[src/rtl/index_peak_pkg.sv]
// rtl/index_peak_pkg.sv - shared widths, FSM state and sample type for the index peak tracker
package index_peak_pkg;

    localparam int INDEX_W = 8;
    localparam int CNT_W   = 16;
    localparam int FREQ_W  = 24;

    typedef enum logic [1:0] {
        IDLE    = 2'd0,
        ACQUIRE = 2'd1,
        LOCKED  = 2'd2,
        TRACK   = 2'd3
    } state_t;

    // NONE samples carry a zero value so that whole-struct equality compares classes correctly
    typedef struct packed {
        logic               none;
        logic [INDEX_W-1:0] value;
    } sample_t;

    function automatic logic [CNT_W-1:0] sat_inc(input logic [CNT_W-1:0] c);
        return (c == {CNT_W{1'b1}}) ? c : c + 1'b1;
    endfunction

endpackage

[src/rtl/index_peak_freq_conv.sv]
// rtl/index_peak_freq_conv.sv - registered bin index to frequency conversion (index * BIN_HZ)
module index_peak_freq_conv
    import index_peak_pkg::*;
#(
    parameter logic [CNT_W-1:0] BIN_HZ = 16'd390
) (
    input  logic               clk_in,
    input  logic               reset_n,
    input  logic [INDEX_W-1:0] index,
    output logic [FREQ_W-1:0]  freq
);

    // 8x16 unsigned product always fits 24 bits
    always_ff @(posedge clk_in or negedge reset_n) begin
        if (!reset_n) begin
            freq <= '0;
        end else begin
            freq <= FREQ_W'(index) * FREQ_W'(BIN_HZ);
        end
    end

endmodule

[src/rtl/index_peak_tracker.sv]
// rtl/index_peak_tracker.sv - qualifies a stable FFT peak bin; INDEX_PEAK_FREQ_EN enables freq_hz
module index_peak_tracker
    import index_peak_pkg::*;
#(
    parameter int unsigned      STABLE_CNT = 64,
    parameter int unsigned      MIN_INDEX  = 1,
    parameter logic [CNT_W-1:0] BIN_HZ     = 16'd390
) (
    input  logic               clk_in,
    input  logic               reset_n,
    input  logic [INDEX_W-1:0] max_index,
    output logic               locked,
    output logic [INDEX_W-1:0] locked_index,
    output logic               index_changed,
    output logic [FREQ_W-1:0]  freq_hz
);

    localparam logic [CNT_W-1:0] STABLE = CNT_W'(STABLE_CNT);

    state_t             state_q, state_d;
    sample_t            cand_q, cand_d;
    logic [CNT_W-1:0]   count_q, count_d;
    logic               locked_q, locked_d;
    logic [INDEX_W-1:0] idx_q, idx_d;
    logic               chg_q, chg_d;

    sample_t            smp;
    logic               same_cand;
    logic               match_lock;
    logic [CNT_W-1:0]   next_cnt;
    logic               reached;

    always_comb begin
        smp.none  = ({24'd0, max_index} < MIN_INDEX);
        smp.value = smp.none ? '0 : max_index;
    end

    assign same_cand  = (smp == cand_q);
    assign match_lock = !smp.none && (smp.value == idx_q);
    assign next_cnt   = sat_inc(count_q);
    assign reached    = (next_cnt >= STABLE);

    always_ff @(posedge clk_in or negedge reset_n) begin
        if (!reset_n) begin
            state_q  <= IDLE;
            cand_q   <= '0;
            count_q  <= '0;
            locked_q <= 1'b0;
            idx_q    <= '0;
            chg_q    <= 1'b0;
        end else begin
            state_q  <= state_d;
            cand_q   <= cand_d;
            count_q  <= count_d;
            locked_q <= locked_d;
            idx_q    <= idx_d;
            chg_q    <= chg_d;
        end
    end

    always_comb begin
        state_d  = state_q;
        cand_d   = cand_q;
        count_d  = count_q;
        locked_d = locked_q;
        idx_d    = idx_q;
        chg_d    = 1'b0;
        case (state_q)
            IDLE: begin
                if (!smp.none) begin
                    state_d = ACQUIRE;
                    cand_d  = smp;
                    count_d = 16'd1;
                end
            end
            ACQUIRE: begin
                if (smp.none) begin
                    state_d = IDLE;
                    cand_d  = '0;
                    count_d = '0;
                end else if (same_cand) begin
                    count_d = next_cnt;
                    if (reached) begin
                        state_d  = LOCKED;
                        locked_d = 1'b1;
                        idx_d    = cand_q.value;
                        chg_d    = 1'b1;
                        count_d  = '0;
                    end
                end else begin
                    cand_d  = smp;
                    count_d = 16'd1;
                end
            end
            LOCKED: begin
                if (!match_lock) begin
                    state_d = TRACK;
                    cand_d  = smp;
                    count_d = 16'd1;
                end
            end
            TRACK: begin
                // NONE is a legitimate candidate here: a sustained NONE run drops the lock
                if (match_lock) begin
                    state_d = LOCKED;
                    count_d = '0;
                end else if (same_cand) begin
                    count_d = next_cnt;
                    if (reached) begin
                        chg_d   = 1'b1;
                        count_d = '0;
                        if (cand_q.none) begin
                            state_d  = IDLE;
                            locked_d = 1'b0;
                            idx_d    = '0;
                            cand_d   = '0;
                        end else begin
                            state_d = LOCKED;
                            idx_d   = cand_q.value;
                        end
                    end
                end else begin
                    cand_d  = smp;
                    count_d = 16'd1;
                end
            end
            default: begin
                state_d = IDLE;
            end
        endcase
    end

    assign locked        = locked_q;
    assign locked_index  = idx_q;
    assign index_changed = chg_q;

`ifdef INDEX_PEAK_FREQ_EN
    index_peak_freq_conv #(
        .BIN_HZ (BIN_HZ)
    ) u_freq_conv (
        .clk_in  (clk_in),
        .reset_n (reset_n),
        .index   (idx_q),
        .freq    (freq_hz)
    );
`else
    logic unused_bin_hz;
    assign unused_bin_hz = ^BIN_HZ;
    assign freq_hz       = '0;
`endif

endmodule
[config.mk]
export PLATFORM = sky130hd
export DESIGN_NAME = index_peak_tracker
export DESIGN_NICKNAME = d
export VERILOG_FILES = /design/src/rtl/index_peak_pkg.sv /design/src/rtl/index_peak_freq_conv.sv /design/src/rtl/index_peak_tracker.sv
export SDC_FILE = /design/constraint.sdc
export NUM_CORES = 1
export LEC_CHECK = 0
export BUFFER_PORTS_ARGS = -buffer_cell sky130_fd_sc_hd__buf_2
export CAP_MARGIN = 20
export CORE_ASPECT_RATIO = 0.7
export CORE_MARGIN = 1.5
export CORE_UTILIZATION = 45
export DETAILED_ROUTE_END_ITERATION = 7
export GPL_TIMING_DRIVEN = 0
export PLACE_DENSITY = 0.8
export SYNTH_ARGS = -nofsm -noshare
export SYNTH_HDL_FRONTEND = slang
export SYNTH_HIERARCHICAL = 1
export SYNTH_SLANG_ARGS = --single-unit
[constraint.sdc]
create_clock -name clk_in -period 2.6 [get_ports clk_in]
set_input_delay 0.26 -clock clk_in [delete_from_list [all_inputs] [get_ports clk_in]]
set_output_delay 0.26 -clock clk_in [all_outputs]
set_load 0.05 [all_outputs]
==> metrics.txt <==
largest family of logic cells by synthesized area=simple AND/OR/NAND/NOR gates; fin crit period=2.46 ns; Critical Path End Type=register; antenna violations before repair=0; Fin Hold WS=0.0460 ns; Pint=876 uW; root buf cell=clkbuf_8; Synth-to-Final Area Change=20.1%; footprint of the multi-input gates=1340 um2; Fin. Hold Viols=0; Post-Route Skew=0.0133 ns; nets@finish=294; drt via density=5.10; r2r setup slk=0.14 ns; fmax=0.407 GHz; wire length per cell=13.3 um; leak pwr=0.00133 uW; worst min path class=in2async; crit path from=count_q[0]; Die Footprint=5650 um2; CP max stage delay=0.42 ns; Syn Std Cell Area=2340 um2; post-synthesis mux area share=0.0775; crit-path cells=ha_2 -> nand3_4 -> nor4_4 -> mux2_2 -> a2111oi_4 -> buf_4 -> buf_4 -> a211oi_1 -> o21ba_2; FFs w/ async S/R, synth=1.00; Synth Area in XOR/XNOR=0.0673; Die H=63.4 um; Flop pwr share=0.483; commonest cells after routing, fill and taps aside=dfrtp_1, buf_4, conb_1, nand2_1, buf_2; CP dominant cell by count=buf_4; CTS Buffer Depth=2; Post-Synth Adder-Cell Area=0.00534; CTS HTree Levels=2; clock group share of total power=0.371; share of layout cells above drive strength 1=0.303; P_sw=344 uW; cts bufs inserted=5; CP Capture Point=state_q[1]; Reg2Reg Capture Point=state_q[1]; Pwr per Cell Area=434 nW/um2; initial core utilization=0.479; port bufs=19; synth unique cells=50; Remaining Overflow, GRT=0; clk slew on worst S/H paths=0.08 ns; num rows=21; Setup CP Type=reg2reg; switching share of power=0.282; slowest cell on the critical path=dfrtp_2; crit path max fanout=6; R2R cell count=9; sequential cell area fraction in the yosys report=0.395; CP Data Arrival Time=2.64 ns; post-route ant nets=0; Yosys reg bits=37; Setup crit start kind=register; most common cell after layout, fill and taps aside=dfrtp_1; number of I/O pins=44; post-DP HPWL=3490 um; compound-gate portion of the synthesized area=0.124; outcome=complete, no violations; CTS Hold Bufs=0; headroom to the max-slew limit=0.470; worst-skew pair later-pin latency=0.30 ns; Tcrit/Tclk final=0.945; Comb power frac=0.146; vias in the first global route=1659; Post-synth EDFFs=0; VDD IR max=0.000284 V; gr usage total=0.183; drt first pass iters=4; setup ws final=0.144 ns; Slew @ Worst Pin=0.795 ns; maxcap violations=0; synthesized area per cell=10.2 um2; final slew viol count=0; worst slack at placement=-0.296 ns; Die W=89.2 um; Post-Synth Simple-Gate Area=0.236; Cells after Synth=229; fill count=409; largest net degree at the start of global routing=38; Sequential Area=927 um2; first-pass GRT wire length=7850 um; GP Congestion=0.908; WL final=4700 um; Main synth FF type=dfrtp_1; Final Setup Violations=0; Core Region=4890 um2; Worst R2R Start=count_q[0]; # diodes=0; Synth warnings=6; Sink Count=37; 1st-iter DRT viols=212; DR vias=1800; Req. time, crit path=2.79 ns; CTS tree=yes; DRC Markers=0
==> worst max-delay path: cells and delay by family (launching register included) <==
family          cells  cell delay [ns]
compound gates      3             0.55
simple gates        2             0.41
buf+inv             2             0.32
fa+ha+maj           1             0.24
mux                 1             0.39
flops               1             0.42
==> metrics by stage <==
stage               utilization  area (um2)  power (uW)  instances   TNS [ns]
floorplan                     -        2430         741        252          0
global placement          0.534        2610         776        340      -3.00
detailed placement        0.534        2610         778        340      -2.94
CTS                       0.569        2780        1230        352          0
global route              0.576        2810        1270        353  -0.000707
finish                    0.576        2810        1220        353          0
==> power by group through the flow <==
stage | clock [uW] | sequential, uW | combinational (uW)
global placement | 0 | 600 | 176
global route | 491 | 590 | 192
floorplan | 0 | 599 | 143
detailed placement | 0 | 600 | 178
finish | 452 | 589 | 179
CTS | 461 | 589 | 178
==> timing repair <==
| item | 4_1_cts | 5_1_grt |
|---|---|---|
| endpoints found under the hold margin | 0 | 0 |
| setup buffers | 4 | 1 |
| gates resized for setup | 4 | 5 |
| endpoints found under the setup margin | 17 | 15 |
| pin swaps | 2 | 1 |
==> layout make-up <==
cell class | count | area share
clock buffers | 7 | 0.0343
flip-flops and latches | 37 | 0.330
multi-input cells | 181 | 0.475
inverters | 9 | 0.0120
clock inverters | 1 | 0.00178
repair buffers | 24 | 0.0516
plain buffers | 25 | 0.0654
well taps | 69 | 0.0307
==> synth_stat cells, drive strengths merged (5+ instances only) <==
cell    count  area [um2]
mux2        9         101
buf        24         180
nor3        5        25.0
and2       12        77.6
dfrtp      37         926
a21oi       5        28.8
inv         9        33.8
mux2i       8        80.1
nand3      12        65.1
nand2      24        92.6
a211oi      6        57.6
xnor2      17         149
nor4        8        80.1
nand4       7        43.8
==> cells by family (layout without fill, tap and decap cells) <==
kind of cell               after synthesis  after routing
adders and majority gates                1              1
muxes                                   17             17
buffers and inverters                   34             66
DFF                                     37             37
AOI/OAI and AO/OA                       31             31
xor gates and xnor gates                18             18
and+or+nand+nor                         90             90
other                                    1             24
==> worst min-delay path by stage <==
stage | start | end | slack [ns] | cells after the start
after CTS | reset_n | locked_index[6] | 0.07 | 1
after global routing | reset_n | count_q[1] | 0.11 | 1
after floorplan | reset_n | cand_q[0] | -0.04 | 0
after detailed placement | reset_n | locked_index[6] | 0.40 | 1
after global placement | reset_n | locked_index[6] | 0.39 | 1
final | reset_n | locked_index[6] | 0.05 | 1
==> metal layers <==
metal	track usage	part of all wire	wire, um	vias to the layer above
met3	0.0498	0.072	340	4
met4	0.0615	0.0066	31	0
li1	-	-	-	896
met1	0.276	0.49	2310	842
met5	0	0	0	-
met2	0.249	0.43	2010	58
==> flip-flops by register name, indices dropped and copies added, names as in the netlist <==
signal	count
cand_q	9
count_q	16
index_changed	1
locked	1
locked_index	8
state_q	2
No activity file was read; power rests on OpenSTA's default activity.
